`config.mk`:
```
export PLATFORM = sky130hd
export DESIGN_NAME = traffic_conflict_monitor
export DESIGN_NICKNAME = d
export VERILOG_FILES = /design/src/rtl/tlc_pkg.sv /design/src/rtl/tlc_phase_tracker.sv /design/src/rtl/traffic_conflict_monitor.sv
export SDC_FILE = /design/constraint.sdc
export NUM_CORES = 1
export LEC_CHECK = 0
export BUFFER_PORTS_ARGS = -buffer_cell sky130_fd_sc_hd__buf_4
export CORE_ASPECT_RATIO = 2
export CORE_MARGIN = 1.5
export CORE_UTILIZATION = 35
export CTS_CLUSTER_SIZE = 16
export DETAILED_ROUTE_END_ITERATION = 7
export PLACE_DENSITY = 0.56
export SYNTH_ARGS = -nofsm -noshare
export SYNTH_HDL_FRONTEND = slang
export SYNTH_SLANG_ARGS = --single-unit
```
`constraint.sdc`:
```
create_clock -name i_clk -period 9.08 [get_ports i_clk]
set_input_delay 1.816 -clock i_clk [delete_from_list [all_inputs] [get_ports i_clk]]
set_output_delay 1.816 -clock i_clk [all_outputs]
set_load 0.02 [all_outputs]
```
`src/rtl/tlc_pkg.sv`:
```
// Shared types for the traffic conflict monitor: approach phases, FSM states,
// fault codes and small phase helpers used by the tracker and the top level.
package tlc_pkg;

  typedef enum logic [1:0] {
    PH_R   = 2'd0,
    PH_Y   = 2'd1,
    PH_G   = 2'd2,
    PH_INV = 2'd3
  } phase_e;

  typedef enum logic [1:0] {
    ST_INIT  = 2'd0,
    ST_RUN   = 2'd1,
    ST_FAULT = 2'd2
  } state_e;

  localparam logic [2:0] FC_NONE         = 3'd0;
  localparam logic [2:0] FC_CONFLICT     = 3'd1;
  localparam logic [2:0] FC_LAMP         = 3'd2;
  localparam logic [2:0] FC_SEQ          = 3'd3;
  localparam logic [2:0] FC_SHORT_YELLOW = 3'd4;
  localparam logic [2:0] FC_SHORT_GREEN  = 3'd5;

  localparam int NUM_APPR = 2;

  // Lamp triple is packed {red, yellow, green}; anything but one-hot is INV.
  function automatic phase_e decode_phase(input logic [2:0] rgb);
    phase_e ph;
    case (rgb)
      3'b100:  ph = PH_R;
      3'b010:  ph = PH_Y;
      3'b001:  ph = PH_G;
      default: ph = PH_INV;
    endcase
    return ph;
  endfunction

  function automatic logic is_go(input phase_e ph);
    return (ph == PH_Y) || (ph == PH_G);
  endfunction

  function automatic logic is_legal_step(input phase_e from_ph, input phase_e to_ph);
    return ((from_ph == PH_R) && (to_ph == PH_G)) ||
           ((from_ph == PH_G) && (to_ph == PH_Y)) ||
           ((from_ph == PH_Y) && (to_ph == PH_R));
  endfunction

endpackage

```
`src/rtl/tlc_phase_tracker.sv`:
```
// One approach: decode the registered lamp triple, debounce it into a stable
// phase, time each stable phase and flag illegal or too-short transitions.
module tlc_phase_tracker
  import tlc_pkg::*;
#(
  parameter int FILTER     = 2,
  parameter int MIN_GREEN  = 16,
  parameter int MIN_YELLOW = 4,
  parameter int CNT_W      = 8
) (
  input  logic       i_clk,
  input  logic       i_rst,
  input  logic       i_clr,
  input  logic       i_run,
  input  logic [2:0] i_lamps,
  output phase_e     o_decoded,
  output phase_e     o_stable,
  output logic       o_seq_err,
  output logic       o_short_green,
  output logic       o_short_yellow
);

  localparam logic [2:0]       FILT     = 3'(FILTER);
  localparam logic [CNT_W-1:0] MIN_G    = CNT_W'(MIN_GREEN);
  localparam logic [CNT_W-1:0] MIN_Y    = CNT_W'(MIN_YELLOW);
  localparam logic [CNT_W-1:0] DUR_MAX  = '1;

  phase_e           r_stable;
  phase_e           r_cand;
  logic [2:0]       r_run_cnt;
  logic [CNT_W-1:0] r_dur;
  logic             r_full;

  phase_e     w_dec;
  logic       w_hit;
  logic [2:0] w_run_next;
  logic       w_upd;
  logic       w_check;

  always_comb begin
    w_dec      = decode_phase(i_lamps);
    // A stable of PH_INV means "no stable phase yet"; INV itself never qualifies.
    w_hit      = (w_dec != PH_INV) && (w_dec != r_stable);
    w_run_next = ((w_dec == r_cand) && (r_run_cnt != 3'd0)) ? r_run_cnt + 3'd1 : 3'd1;
    w_upd      = w_hit && (w_run_next >= FILT);
    w_check    = i_run && w_upd && (r_stable != PH_INV);
  end

  assign o_decoded      = w_dec;
  assign o_stable       = r_stable;
  assign o_seq_err      = w_check && !is_legal_step(r_stable, w_dec);
  // r_full stays low for the phase that was already running when RUN began.
  assign o_short_green  = w_check && r_full && (r_stable == PH_G) && (w_dec == PH_Y) && (r_dur < MIN_G);
  assign o_short_yellow = w_check && r_full && (r_stable == PH_Y) && (w_dec == PH_R) && (r_dur < MIN_Y);

  always_ff @(posedge i_clk or posedge i_rst) begin
    if (i_rst) begin
      r_stable  <= PH_INV;
      r_cand    <= PH_INV;
      r_run_cnt <= 3'd0;
      r_dur     <= '0;
      r_full    <= 1'b0;
    end else if (i_clr) begin
      r_stable  <= PH_INV;
      r_cand    <= PH_INV;
      r_run_cnt <= 3'd0;
      r_dur     <= '0;
      r_full    <= 1'b0;
    end else begin
      if (w_upd) begin
        r_stable  <= w_dec;
        r_run_cnt <= 3'd0;
        r_dur     <= '0;
      end else begin
        if (w_hit) begin
          r_cand    <= w_dec;
          r_run_cnt <= w_run_next;
        end else begin
          r_run_cnt <= 3'd0;
        end
        if (r_dur != DUR_MAX) begin
          r_dur <= r_dur + 1'b1;
        end
      end
      r_full <= i_run && (r_full || w_upd);
    end
  end

endmodule

```
`src/rtl/traffic_conflict_monitor.sv`:
```
// Lamp-side safety monitor: registers the six lamp drives, tracks NS/EW phases,
// detects conflicts and lamp faults, and latches the first fault into flash mode.
module traffic_conflict_monitor
  import tlc_pkg::*;
#(
  parameter int FILTER     = 2,
  parameter int MIN_GREEN  = 16,
  parameter int MIN_YELLOW = 4,
  parameter int CNT_W      = 8
) (
  input  logic       i_clk,
  input  logic       i_rst,
  input  logic       i_NS_red,
  input  logic       i_NS_yellow,
  input  logic       i_NS_green,
  input  logic       i_EW_red,
  input  logic       i_EW_yellow,
  input  logic       i_EW_green,
  input  logic       i_clear,
  output logic       o_fault,
  output logic [2:0] o_fault_code,
  output logic       o_fault_src,
  output logic       o_flash,
  output logic       o_running
);

  localparam logic [2:0] FILT_M1 = 3'(FILTER - 1);

  // Index 0 is NS, index 1 is EW; each entry is {red, yellow, green}.
  logic [NUM_APPR-1:0][2:0] r_lamps;
  logic [2:0]               r_conf_cnt;
  state_e                   r_state;
  logic                     r_fault;
  logic [2:0]               r_code;
  logic                     r_src;
  logic                     r_running;

  phase_e              w_dec    [NUM_APPR];
  phase_e              w_stable [NUM_APPR];
  logic [NUM_APPR-1:0] w_inv_det;
  logic [NUM_APPR-1:0] w_seq_err;
  logic [NUM_APPR-1:0] w_short_green;
  logic [NUM_APPR-1:0] w_short_yellow;
  logic                w_run;
  logic                w_clr;
  logic                w_conf_now;
  logic                w_conf_det;
  logic [2:0]          w_code;
  logic                w_src;

  assign w_run = (r_state == ST_RUN);
  assign w_clr = (r_state == ST_FAULT) && i_clear;

  always_ff @(posedge i_clk or posedge i_rst) begin
    if (i_rst) begin
      r_lamps <= '0;
    end else begin
      r_lamps <= {{i_EW_red, i_EW_yellow, i_EW_green}, {i_NS_red, i_NS_yellow, i_NS_green}};
    end
  end

  genvar gi;
  generate
    for (gi = 0; gi < NUM_APPR; gi++) begin : g_appr
      logic [2:0] r_inv_cnt;

      tlc_phase_tracker #(
        .FILTER     (FILTER),
        .MIN_GREEN  (MIN_GREEN),
        .MIN_YELLOW (MIN_YELLOW),
        .CNT_W      (CNT_W)
      ) u_trk (
        .i_clk          (i_clk),
        .i_rst          (i_rst),
        .i_clr          (w_clr),
        .i_run          (w_run),
        .i_lamps        (r_lamps[gi]),
        .o_decoded      (w_dec[gi]),
        .o_stable       (w_stable[gi]),
        .o_seq_err      (w_seq_err[gi]),
        .o_short_green  (w_short_green[gi]),
        .o_short_yellow (w_short_yellow[gi])
      );

      assign w_inv_det[gi] = (w_dec[gi] == PH_INV) && (r_inv_cnt >= FILT_M1);

      always_ff @(posedge i_clk or posedge i_rst) begin
        if (i_rst) begin
          r_inv_cnt <= 3'd0;
        end else if (w_clr || (w_dec[gi] != PH_INV)) begin
          r_inv_cnt <= 3'd0;
        end else if (!w_inv_det[gi]) begin
          r_inv_cnt <= r_inv_cnt + 3'd1;
        end
      end
    end
  endgenerate

  // Persistence counters saturate one short of FILTER so detection fires on
  // the FILTER-th consecutive sample and keeps firing while it persists.
  assign w_conf_now = is_go(w_dec[0]) && is_go(w_dec[1]);
  assign w_conf_det = w_conf_now && (r_conf_cnt >= FILT_M1);

  always_ff @(posedge i_clk or posedge i_rst) begin
    if (i_rst) begin
      r_conf_cnt <= 3'd0;
    end else if (w_clr || !w_conf_now) begin
      r_conf_cnt <= 3'd0;
    end else if (!w_conf_det) begin
      r_conf_cnt <= r_conf_cnt + 3'd1;
    end
  end

  always_comb begin
    w_code = FC_NONE;
    w_src  = 1'b0;
    if (w_conf_det) begin
      w_code = FC_CONFLICT;
    end else if (|w_inv_det) begin
      w_code = FC_LAMP;
      w_src  = !w_inv_det[0];
    end else if (|w_seq_err) begin
      w_code = FC_SEQ;
      w_src  = !w_seq_err[0];
    end else if (|w_short_yellow) begin
      w_code = FC_SHORT_YELLOW;
      w_src  = !w_short_yellow[0];
    end else if (|w_short_green) begin
      w_code = FC_SHORT_GREEN;
      w_src  = !w_short_green[0];
    end
  end

  always_ff @(posedge i_clk or posedge i_rst) begin
    if (i_rst) begin
      r_state   <= ST_INIT;
      r_fault   <= 1'b0;
      r_code    <= FC_NONE;
      r_src     <= 1'b0;
      r_running <= 1'b0;
    end else begin
      case (r_state)
        ST_INIT: begin
          if (w_code != FC_NONE) begin
            r_state <= ST_FAULT;
            r_fault <= 1'b1;
            r_code  <= w_code;
            r_src   <= w_src;
          end else if ((w_stable[0] != PH_INV) && (w_stable[1] != PH_INV)) begin
            r_state   <= ST_RUN;
            r_running <= 1'b1;
          end
        end
        ST_RUN: begin
          if (w_code != FC_NONE) begin
            r_state   <= ST_FAULT;
            r_fault   <= 1'b1;
            r_code    <= w_code;
            r_src     <= w_src;
            r_running <= 1'b0;
          end
        end
        ST_FAULT: begin
          if (i_clear) begin
            r_state <= ST_INIT;
            r_fault <= 1'b0;
            r_code  <= FC_NONE;
            r_src   <= 1'b0;
          end
        end
        default: begin
          r_state   <= ST_INIT;
          r_running <= 1'b0;
        end
      endcase
    end
  end

  assign o_fault      = r_fault;
  assign o_flash      = r_fault;
  assign o_fault_code = r_code;
  assign o_fault_src  = r_src;
  assign o_running    = r_running;

endmodule

```
; Word level (Yosys, flattened, before mapping)
; Cells that the tools add are included.
[op_classes]
addsub = 7
n_mul = 0
div = 0
magnitude_cmp = 9
eq_ne = 39
shifts = 0
mux = 61
bitwise = 1
reduce_logical = 83
[op_table]
columns = operator, n
row1 = $mux W3, 21
row2 = $mux W8, 6
row3 = $logic_and A1 B1 Y1, 40
row4 = $mux W2, 14
row5 = $ne A2 B2 Y1 const B, 10
row6 = $pmux W2 S3, 3
row7 = $add A8 B1 Y8 const B, 2
row8 = $lt A8 B3 Y1 const B, 2
row9 = $lt A8 B5 Y1 const B, 2
row10 = $ne A8 B8 Y1 const B, 2
row11 = $add A3 B1 Y3 const B, 5
row12 = $reduce_bool A3 Y1, 5
row13 = $eq A2 B2 Y1 const B, 7
row14 = $mux W1, 13
row15 = $logic_or A1 B1 Y1, 11
row16 = $eq A2 B1 Y1 const B, 5
row17 = $logic_not A2 Y1, 5
row18 = $reduce_bool A2 Y1, 5
row19 = $reduce_or A2 Y1, 5
row20 = $ge A3 B1 Y1 const B, 3
row21 = $ne A2 B1 Y1 const B, 4
row22 = $logic_not A1 Y1, 7
row23 = $eq A3 B1 Y1 const B, 2
row24 = $eq A3 B2 Y1 const B, 2
row25 = 12 further kinds, 19
[totals]
reg_bits = 55
latch_bits = 0
ramBits = 0
romBits = 0
input_bits = 9
out_inout_bits = 7
mem_count = 0

; Longest topological paths before layout
; Gate-level depths: netlist (run 1).
[logic_depth]
ltp_word = 22
mapped_depth = 14
mapped_depth_nobuf = 11

; By module
; A second synthesis (run 1) with hierarchy kept.
[unflattened]
hier_cells = 328
area_unflattened_um2 = 3304.4
[modules_own_cells]
columns = mod, instances, cells_each, area_each_um2
row1 = tlc_phase_tracker, 2, 112, 1076.0
row2 = traffic_conflict_monitor, 1, 104, 1152.4

; Worst setup path before layout (run 1)
; Ideal clock, no wire load.
[synth_timing]
kind = register to register
from = reg r_lamps[4] (netlist bit)
to = reg r_running (netlist: o_running)
arrival_time_ns = 2.843
slack_ns = 6.106
path_stages_with_launch = 13
period_less_slack_ns = 2.974
path_cell_list = dfrtp_1 clkbuf_1 and2_1 inv_1 ha_1 clkbuf_1 or4_4 a21boi_2 o22ai_2 or4_4 a21oi_4 nand4b_1 o221ai_2
[synth_between]
elab_chain_len = 22
[synth_rtl]
columns = element, line
row1 = "start, declared", traffic_conflict_monitor.sv:30  ; logic [NUM_APPR-1:0][2:0] r_lamps;
row2 = "start signal, assigned", traffic_conflict_monitor.sv:58  ; r_lamps <= {{i_EW_red, i_EW_yellow, i_EW_green}, {i_NS_red, i_NS_yellow, i_NS_green}};
row3 = $eq A3 B1 Y1 (tied with other cells), tlc_pkg.sv:30  ; case (rgb)
row4 = $pmux W2 S3 (*), tlc_pkg.sv:30
row5 = $eq A2 B2 Y1, tlc_phase_tracker.sv:44  ; w_run_next = ((w_dec == r_cand) && (r_run_cnt != 3'd0)) ? r_run_cnt + 3'd1 : 3'd1;
row6 = $logic_and A1 B1 Y1, tlc_phase_tracker.sv:44
row7 = $mux W3, tlc_phase_tracker.sv:44
row8 = $ge A3 B2 Y1, tlc_phase_tracker.sv:45  ; w_upd = w_hit && (w_run_next >= FILT);
row9 = $logic_and A1 B1 Y1, tlc_phase_tracker.sv:45
row10 = $logic_and A1 B1 Y1 (2 in series), tlc_phase_tracker.sv:46  ; w_check = i_run && w_upd && (r_stable != PH_INV);
row11 = [... 5 more ...], -
row12 = $mux W3, traffic_conflict_monitor.sv:128  ; end else if (|w_short_green) begin
row13 = $mux W3, traffic_conflict_monitor.sv:125  ; end else if (|w_short_yellow) begin
row14 = $mux W3, traffic_conflict_monitor.sv:122  ; end else if (|w_seq_err) begin
row15 = $mux W3, traffic_conflict_monitor.sv:119  ; end else if (|w_inv_det) begin
row16 = $mux W3 (*), traffic_conflict_monitor.sv:117  ; if (w_conf_det) begin
row17 = $reduce_bool A3 Y1 (*), "traffic_conflict_monitor.sv:144, traffic_conflict_monitor.sv:155"
row18 = $ne A2 B2 Y1 (no line), -
row19 = $reduce_and A4 Y1 (no line) (*), -
row20 = "end signal, assigned", traffic_conflict_monitor.sv:140  ; r_running <= 1'b0;
row21 = "end signal, assigned", traffic_conflict_monitor.sv:151  ; r_running <= 1'b1;
row22 = "end signal, assigned", traffic_conflict_monitor.sv:160  ; r_running <= 1'b0;
row23 = "end, declared", traffic_conflict_monitor.sv:36  ; logic r_running;
; Every way passes the cells marked *; elsewhere a longest branch is shown, timed or not.
; A chain may end at the register's enable or synchronous reset.

; Worst setup path after layout (run 1)
[layout_timing]
from = reg r_lamps[3] (netlist bit)
to = reg r_src (netlist: o_fault_src)
[layout_between]
elab_chain_len = 22
[layout_rtl]
columns = element, line
row1 = $eq A3 B1 Y1 (tied with other cells), tlc_pkg.sv:30
row2 = $pmux W2 S3 (*), tlc_pkg.sv:30
row3 = $eq A2 B2 Y1, tlc_phase_tracker.sv:44
row4 = $logic_and A1 B1 Y1, tlc_phase_tracker.sv:44
row5 = $mux W3, tlc_phase_tracker.sv:44
row6 = $ge A3 B2 Y1, tlc_phase_tracker.sv:45
row7 = $logic_and A1 B1 Y1, tlc_phase_tracker.sv:45
row8 = $logic_and A1 B1 Y1 (2 in series), tlc_phase_tracker.sv:46
row9 = [... 5 more ...], -
row10 = $mux W3, traffic_conflict_monitor.sv:128
row11 = $mux W3, traffic_conflict_monitor.sv:125
row12 = $mux W3, traffic_conflict_monitor.sv:122
row13 = $mux W3, traffic_conflict_monitor.sv:119
row14 = $mux W3, traffic_conflict_monitor.sv:117
row15 = $reduce_bool A3 Y1, "traffic_conflict_monitor.sv:144, traffic_conflict_monitor.sv:155"
row16 = $ne A2 B1 Y1 (no line), -
row17 = $reduce_and A3 Y1 (no line), -
row18 = "end signal, assigned", traffic_conflict_monitor.sv:148  ; r_src <= w_src;
row19 = "end signal, assigned", traffic_conflict_monitor.sv:159  ; r_src <= w_src;
row20 = "end, declared", traffic_conflict_monitor.sv:35  ; logic r_src;
; Every way passes the cells marked *; elsewhere a longest branch is shown, timed or not. The select of a mux whose other input is x is not followed.

==> impl_metrics.toml, run 1 <==
[outcome]
status = "complete, no violations"

[clocking]
cts_buffer_depth = 2
htree_levels = 2
hold_buffers = 0
clk_latency_ps = 300
cts_inserted_buffers = 5
clkTransAtPathRegs_ps = 70
cts_tree = "built"
cts_setup_buffers = 0
cts_root_buffer = "clkbuf_16"
numClockSinks = 55
cts-resized-gates = 0

[route]
postRouteAntennaNets = 0
vias = 2743
drt_iter0_drc = 200
drc = 0
vias_per_cell = 5.63
wirelength_mm = 7.78
firstDrtPassIters = 4
avgRoutedWirePerCell_um = 16.0

[synth]
synth_top_family_by_area = "simple AND/OR/NAND/NOR gates"
netlist_top_cells_area = "dfrtp_1, ha_1, dfstp_2"
ys_types = 73
avgSynthCellArea_um2 = 9.16
synth_fa_ha_area_share_pct = 6.61
ys_async_sr_fraction_pct = 100
synth.top_cell.area_share_pct = 34.5
synth_most_common_cell = "nor2_1"
synth_edf_count = 0
yosysSeqAreaShare_pct = 40.7
ys_seq_elements = 55
synth_xor_area_share_pct = 2.83
synth_simple_gate_area_share_pct = 25.8
ys_warn_count = 0
yosysTopAreaCell = "dfrtp_1"
syn_inst = 372
muxShareOfSynthArea_pct = 1.17
netlist_top_cells_count = "nor2_1, dfrtp_1, nand2_1"
synth_compound_area_share_pct = 18.1
syn-cell-area_um2 = 3410
synth_flop_cell = "dfrtp_1"

[pwr]
total_leakage_power_uw = 0.00171
ir_drop_mv = 0.0986
power_density_nw_per_um2 = 260

[layout]
fin_nets = 409
n_fill_cell = 950
fin_area_um2 = 3780
fin_util_pct = 40.3
layout-drive-gt1-share_pct = 13.3
antenna_cells = 0
area_growth_pct = 10.9

[floorplanning]
coreArea_um2 = 9380
die_h_um = 143
ioPinCount = 16
dieArea_um2 = 10400
die_w_um = 72.8
initial_utilization_pct = 36.3
rows = 50

[timing]
finalCritPeriodShare_pct = 38.3
skew_ps = 11.2
max_freq_mhz = 287
drv_slew = 0
relSlewSlack_pct = 33.8
finalSetupViolations = 0
finalCriticalPeriod_ps = 3480
hold_violations = 0
worst_pin_slew_ps = 984
rsz0062_at_grt = "no"
tns_ps = 0

[critical_path]
worstSetupPathType = "flip-flop to flip-flop"
max_stage_delay_ps = 610
arrival_ps = 3680
crit_slowest_cell = "nor3_2"
endpoint_kind = "flip-flop"
crit_fanout = 12
crit_chain = "nor2_1 -> and2_1 -> inv_1 -> ha_1 -> or4_4 -> a21boi_2 -> o22ai_2 -> nor3_2 -> a2bb2oi_1 -> and3_1 -> o32ai_2"
critPathRequiredTime_ps = 9280
crit_path_start_kind = "flip-flop"

[placement]
placed_area_um2 = 3590
routabilityCongestion = 0.858
portBuffers = 15
dpl.hpwl_mm = 5.88

[grt]
track_usage_pct = 16.6
grt-ovfl-total = 0
grt_pass1_vias = 2814
antenna_found_initial = 0
grt_max_degree = 56
grt_pass1_wl_mm = 13.3

[worst_hold_path]
hold_class = "flip-flop to flip-flop"

[flow_run]
maxCapViolations = 0
## critical path, delay by kind of cell (launching register included)
| kind | cells | cell delay, ps |
|---|---|---|
| buffers and inverters | 1 | 70 |
| AOI/OAI and AO/OA | 4 | 830 |
| adders and majority gates | 1 | 310 |
| and+or+nand+nor | 5 | 1660 |
| DFF | 1 | 500 |
## cell type report
class / count / area, um2 / share of cell area (%)
clock buffer: 6 / 129 / 3.41
tap: 104 / 130 / 3.44
timing repair buffer: 16 / 120 / 3.18
inverter: 22 / 82.6 / 2.18
clock inverter: 2 / 60.1 / 1.59
sequential: 55 / 1390 / 36.7
multi-input combinational: 282 / 1870 / 49.5
## per-layer routing
metal	wire length [um]	vias up	GRT usage, %
met5	0	-	0
met4	316	0	8.84
met3	183	21	2.76
met2	4340	39	31.1
met1	2930	1343	16.6
li1	-	1340	-
## per-stage QoR
| stage | setup WS, ps | power (uW) | cells | hold slack [ps] |
|---|---|---|---|---|
| floorplan | 5930 | 653 | 375 | 464 |
| global placement | 5690 | 739 | 479 | 477 |
| detailed placement | 5640 | 748 | 479 | 493 |
| CTS | 5610 | 1000 | 487 | 509 |
| global route | 5300 | 1060 | 487 | 550 |
| finish | 5600 | 984 | 487 | 504 |
## final timing paths
kind	start	to	slack (ps)	depth (start not counted)
setup / recovery	r_lamps[3]	o_fault_src	5600	11
hold / removal	g_appr[0].r_inv_cnt[2]	g_appr[0].r_inv_cnt[2]	500	2
setup reg to reg	r_lamps[3]	o_fault_src	5600	11
hold reg to reg	g_appr[0].r_inv_cnt[2]	g_appr[0].r_inv_cnt[2]	500	2
max in group asynchronous	i_rst	r_conf_cnt[0]	6870	3
min in group asynchronous	i_rst	r_lamps[3]	1720	3
## cells in the final DEF, fill, tap and decap left out, types with 8 or more instances in the layout
master / synthesis / layout
a21oi_1: 14 / 14
buf_4: 3 / 16
dfrtp_1: 47 / 47
dfstp_2: 8 / 8
ha_1: 18 / 18
inv_1: 22 / 21
nand2_1: 34 / 34
nand2b_1: 8 / 8
nand3_1: 10 / 10
nor2_1: 50 / 50
o21ai_0: 16 / 16
xor2_1: 8 / 8
## where the power goes
group          switching, uW  internal [uW]  leakage, uW
logic                    205            145     0.000932
registers               75.7            313     0.000689
clock network           87.0            158    0.0000911
## cell families after synthesis
group                      after synthesis
AOI/OAI and AO/OA                       80
DFF                                     55
xor gates and xnor gates                11
adders and majority gates               18
and+or+nand+nor                        165
muxes                                    4
buffers and inverters                   38
other                                    1
## state kept, by name (all words and copies together) (netlist names)
| signal | cells |
|---|---|
| g_appr.u_trk.r_full | 2 |
| o_fault | 1 |
| o_running | 1 |
| g_appr.u_trk.o_stable | 4 |
| g_appr.u_trk.r_dur | 16 |
| g_appr.u_trk.r_cand | 4 |
| r_state | 2 |
| g_appr.r_inv_cnt | 6 |
| r_lamps | 6 |
| g_appr.u_trk.r_run_cnt | 6 |
| o_fault_src | 1 |
| r_conf_cnt | 3 |
| o_fault_code | 3 |
(Power assumes the default switching activity.)
==> inputs of run 2 (changes only) <==
clock period = 3.4 ns   (was 9.08 ns; I/O delays follow)
==> run 2 against run 1 <==
  * Sequential share of layout area is 0.25 points lower
  * Worst setup slack worse by 5400 ps
  * Flip-flop and latch count is the same
  * Clock skew up 0.75 ps
  * Register-to-register slack worse by 5400 ps
  * Cell count rose by 1.8%
  * Clock-buffer cell count fell by 1
  * Wire length increased by 4.5%
  * Critical path type unchanged
  * Critical endpoint unchanged
  * Largest power group unchanged
==> impl_metrics.toml, run 2 (same netlist as run 1, synthesis figures left out) <==
[pwr]
total_leakage_power_uw = 0.00174
power_density_nw_per_um2 = 672
p_int_uw = 1530
swShare_pct = 40.2
p_sw_uw = 1030
clock_power_share_pct = 20.7
pwr-share-comb_pct = 38.6
seqPwrFrac_pct = 40.8
ir_drop_mv = 0.315

[layout]
final_cell_mix = "nor2_1, dfrtp_1, nand2_1"
n_fill_cell = 964
fin_area_um2 = 3810
antenna_cells = 0
largest_register_ffs = 16
fin_nets = 418
fin_util_pct = 40.6
layout-drive-gt1-share_pct = 15.6
area_growth_pct = 11.7
final_common_cell = "nor2_1"
largest-register = "g_appr.u_trk.r_dur"

[timing]
skew_ps = 11.9
finalCriticalPeriod_ps = 3200
tns_ps = 0
hold_violations = 0
finalCritPeriodShare_pct = 94.1
max_freq_mhz = 313
holdWs_ps = 479
worst_pin_slew_ps = 730
worst_slack_ps = 202
relSlewSlack_pct = 51.2
finalSetupViolations = 0
drv_slew = 0
rsz0062_at_grt = "no"

[floorplanning]
die_h_um = 143
die_w_um = 72.8
dieArea_um2 = 10400
rows = 50
coreArea_um2 = 9380
ioPinCount = 16
initial_utilization_pct = 36.3

[grt]
track_usage_pct = 17.2
grt_max_degree = 34
grt_pass1_wl_mm = 13.8
antenna_found_initial = 0
grt_pass1_vias = 2850
grt-ovfl-total = 0

[route]
wirelength_mm = 8.13
drc = 0
postRouteAntennaNets = 0
drt_iter0_drc = 169
vias = 2767
firstDrtPassIters = 4
vias_per_cell = 5.58
avgRoutedWirePerCell_um = 16.4

[clocking]
numClockSinks = 55
hold_buffers = 0
cts_root_buffer = "clkbuf_16"
cts_tree = "built"
cts-resized-gates = 0
clkTransAtPathRegs_ps = 80
cts_buffer_depth = 2
htree_levels = 2
cts_inserted_buffers = 5
cts_setup_buffers = 0
clk_latency_ps = 300

[placement]
dpl.hpwl_mm = 6.25
placed_area_um2 = 3660
pre_cts_ws_ps = 244
portBuffers = 15
routabilityCongestion = 0.927

[critical_path]
critPathRequiredTime_ps = 3570
r2r_slack_ps = 200
crit_chain = "nor2_1 -> and2_1 -> inv_1 -> ha_1 -> or4_4 -> a21boi_2 -> o22ai_2 -> nor4_2 -> nor3_1 -> a31oi_2 -> o32ai_2"
crit_slowest_cell = "or4_4"
crit_path_start_kind = "flip-flop"
worstSetupPathType = "flip-flop to flip-flop"
endpoint_kind = "flip-flop"
arrival_ps = 3370
crit_fanout = 12
max_stage_delay_ps = 520

[flow_run]
maxCapViolations = 0

[outcome]
status = "complete, no violations"

[worst_hold_path]
hold_class = "input pin to flip-flop"
-- run 2: cell types whose count changed in the layout (fill, tap and decap cells not counted) --
cell,delta
clkbuf_1,-1
clkinv_4,+1
inv_6,+1
bufinv_16,-2
clkinv_2,+1
buf_4,+9
-- run 2: layout make-up --
| class | count | area, um2 | share of cell area, % |
|---|---|---|---|
| clock buffer | 5 | 125 | 3.29 |
| clock inverter | 3 | 22.5 | 0.592 |
| inverter | 22 | 82.6 | 2.17 |
| multi-input combinational | 282 | 1870 | 49.2 |
| sequential | 55 | 1390 | 36.4 |
| tap | 104 | 130 | 3.42 |
| timing repair buffer | 25 | 188 | 4.93 |
-- run 2: per-layer routing --
metal  global-route usage (%)  wire length (um)
met5                        0                 0
met4                     8.34               269
met3                     2.34               187
met2                     32.4              4630
met1                     18.1              3040
-- run 2: stage by stage --
stage,std cells,total power (uW)
2_1_floorplan,375,1740
3_3_place_gp,488,2010
3_5_place_dp,488,2040
4_1_cts,496,2580
5_1_grt,496,2750
6_report,496,2560
-- run 2: power by group through the flow --
| stage | registers (uW) | logic, uW | clock network [uW] |
|---|---|---|---|
| 2_1_floorplan | 966 | 777 | 0 |
| 3_3_place_gp | 1040 | 968 | 0 |
| 3_5_place_dp | 1050 | 988 | 0 |
| 4_1_cts | 1040 | 993 | 545 |
| 5_1_grt | 1070 | 1110 | 569 |
| 6_report | 1040 | 986 | 528 |
-- run 2: final timing paths --
kind,startpoint,endpoint,cells past startpoint
min,i_EW_yellow,r_lamps[4],1
max in group asynchronous,i_rst,g_appr[0].u_trk.o_stable[0],3
min in group asynchronous,i_rst,g_appr[1].u_trk.r_run_cnt[1],2
max,r_lamps[5],o_fault_src,11
max reg2reg,r_lamps[5],o_fault_src,11
min reg2reg,g_appr[0].u_trk.r_full,g_appr[0].u_trk.r_full,2
-- run 2: worst max-delay path, delay by kind of cell, from the launching register on --
family                     cells  cell delay [ps]
buffers and inverters          1               80
and+or+nand+nor                5             1440
AOI/OAI and AO/OA              4              730
adders and majority gates      1              310
DFF                            1              490
==> inputs of run 3 (changes only) <==
CORE_MARGIN = 2   (was 1.5)
CORE_UTILIZATION = 62   (was 35)
GPL_TIMING_DRIVEN = 0   (was default)
PLACE_DENSITY = 0.86   (was 0.56)
==> run 3 against run 2 <==
  * Maximum frequency rose by 0.10%
  * Die area fell by 41%
  * Flip-flop and latch count did not move
  * Critical endpoint is now o_fault_code[0]
  * Largest cell class unchanged
==> impl_metrics.toml, run 3 (same netlist as run 1, synthesis figures left out) <==
[outcome]
status = "complete, no violations"

[placement]
routabilityCongestion = 0.913
dpl.hpwl_mm = 5.55
portBuffers = 15
dp_cells = 451
placed_area_um2 = 3630

[layout]
final_common_cell = "nor2_1"
fin_area_um2 = 3800
largest-register = "g_appr.u_trk.r_dur"
area_growth_pct = 11.4
n_fill_cell = 422
fin_cells = 457
fin_nets = 423
seq_area_um2 = 1390
antenna_cells = 0
layout-drive-gt1-share_pct = 16.4
largest_register_ffs = 16
final_cell_mix = "nor2_1, dfrtp_1, nand2_1"
multi_input_area_um2 = 1910

[timing]
finalCriticalPeriod_ps = 3190
tns_ps = 0
finalCritPeriodShare_pct = 94.0
relSlewSlack_pct = 42.5
hold_violations = 0
rsz0062_at_grt = "no"
worst_pin_slew_ps = 854
finalSetupViolations = 0
skew_ps = 11.9
drv_slew = 0
max_freq_mhz = 313

[critical_path]
arrival_ps = 3440
crit_path_start_kind = "flip-flop"
critPathRequiredTime_ps = 3650
endpoint_kind = "flip-flop"
worstSetupPathType = "flip-flop to flip-flop"
crit_fanout = 10

[route]
avgRoutedWirePerCell_um = 16.5
drc = 0
drt_iter0_drc = 130
vias = 2879
firstDrtPassIters = 5
vias_per_cell = 6.30
postRouteAntennaNets = 0
wirelength_mm = 7.53

[grt]
grt-ovfl-total = 0
grt_pass1_vias = 2876
grt_pass1_wl_mm = 12.6
antenna_found_initial = 0
grt_max_degree = 43
track_usage_pct = 26.3

[clocking]
clk_latency_ps = 330
cts_buffer_depth = 2
cts_inserted_buffers = 5
clkTransAtPathRegs_ps = 100
cts_root_buffer = "clkbuf_8"
numClockSinks = 55
cts_tree = "built"
htree_levels = 2

[pwr]
power_density_nw_per_um2 = 674
total_leakage_power_uw = 0.00174
ir_drop_mv = 0.514
finalPower_uw = 2560

[flow_run]
maxCapViolations = 0

[worst_hold_path]
hold_class = "input pin to async pin"

[floorplanning]
die_w_um = 56.4
rows = 38
die_h_um = 109
coreArea_um2 = 5370
dieArea_um2 = 6140
ioPinCount = 16
initial_utilization_pct = 63.4
## run 3: cell count changes in the layout (fill, tap and decap cells not counted), sizes merged
cell / delta
clkbuf: +5
bufinv: +2
clkinv: -2
clkinvlp: +1
inv: -1
## run 3: through the flow
step / utilization, % / worst slack (ps) / hold WS (ps)
after global placement: 67.1 / 150 / 484
after floorplan: - / 426 / 464
final: 70.7 / 205 / 301
after CTS: 70.1 / 91.4 / 310
after global routing: 70.7 / 42.7 / 318
after detailed placement: 67.5 / 143 / 493
## run 3: power breakdown
group,leakage [uW],total (uW),internal (uW),switching (uW)
clock,0.0000644,514,294,221
combinational,0.000984,1080,427,650
sequential,0.000689,969,833,136
## run 3: critical path, cell delays in order, from the launching register on
cell	delay, ps
dfrtp_1	400
buf_2	180
nor2_1	100
and2_1	150
inv_1	80
ha_1	320
or4_4	520
a21boi_2	170
o22ai_2	130
nor3_2	260
buf_4	210
a32oi_2	100
o311a_1	340
o22ai_1	160
## run 3: final timing paths
| path | end | depth (start not counted) | start | slack [ps] |
|---|---|---|---|---|
| worst max-delay path | o_fault_code[0] | 13 | r_lamps[3] | 210 |
| worst min-delay path | g_appr[1].u_trk.r_dur[5] | 2 | i_rst | 300 |
| worst max register to register | o_fault_code[0] | 13 | r_lamps[3] | 210 |
| worst min register to register | o_fault | 1 | o_fault | 520 |
| max in group asynchronous | g_appr[0].u_trk.r_cand[1] | 3 | i_rst | 2510 |
| min in group i_clk | r_lamps[4] | 1 | i_EW_yellow | 450 |
## run 3: area by class of cell
class                           count  share of cell area (%)
Multi-Input combinational cell    282                    50.3
Sequential cell                    55                    36.5
Timing Repair Buffer               17                    3.69
Inverter                           22                    2.18
Tap cell                           60                    1.98
Clock buffer                        5                    1.81
Clock inverter                      3                    1.78
Buffer                             13                    1.78
## run 3: metal layers
metal / wire, um / vias to the layer above / GRT usage, %
li1: - / 1365 / -
met1: 2660 / 1404 / 25.9
met2: 4250 / 80 / 49.5
met3: 245 / 30 / 5.46
met4: 384 / 0 / 15.0
met5: 0 / - / 0
## run 3: what timing repair did
item | 4_1_cts | 5_1_grt
gates resized for setup | 0 | 8
hold buffers | 0 | 0
setup buffers | 0 | 1
setup endpoints to repair | 0 | 15
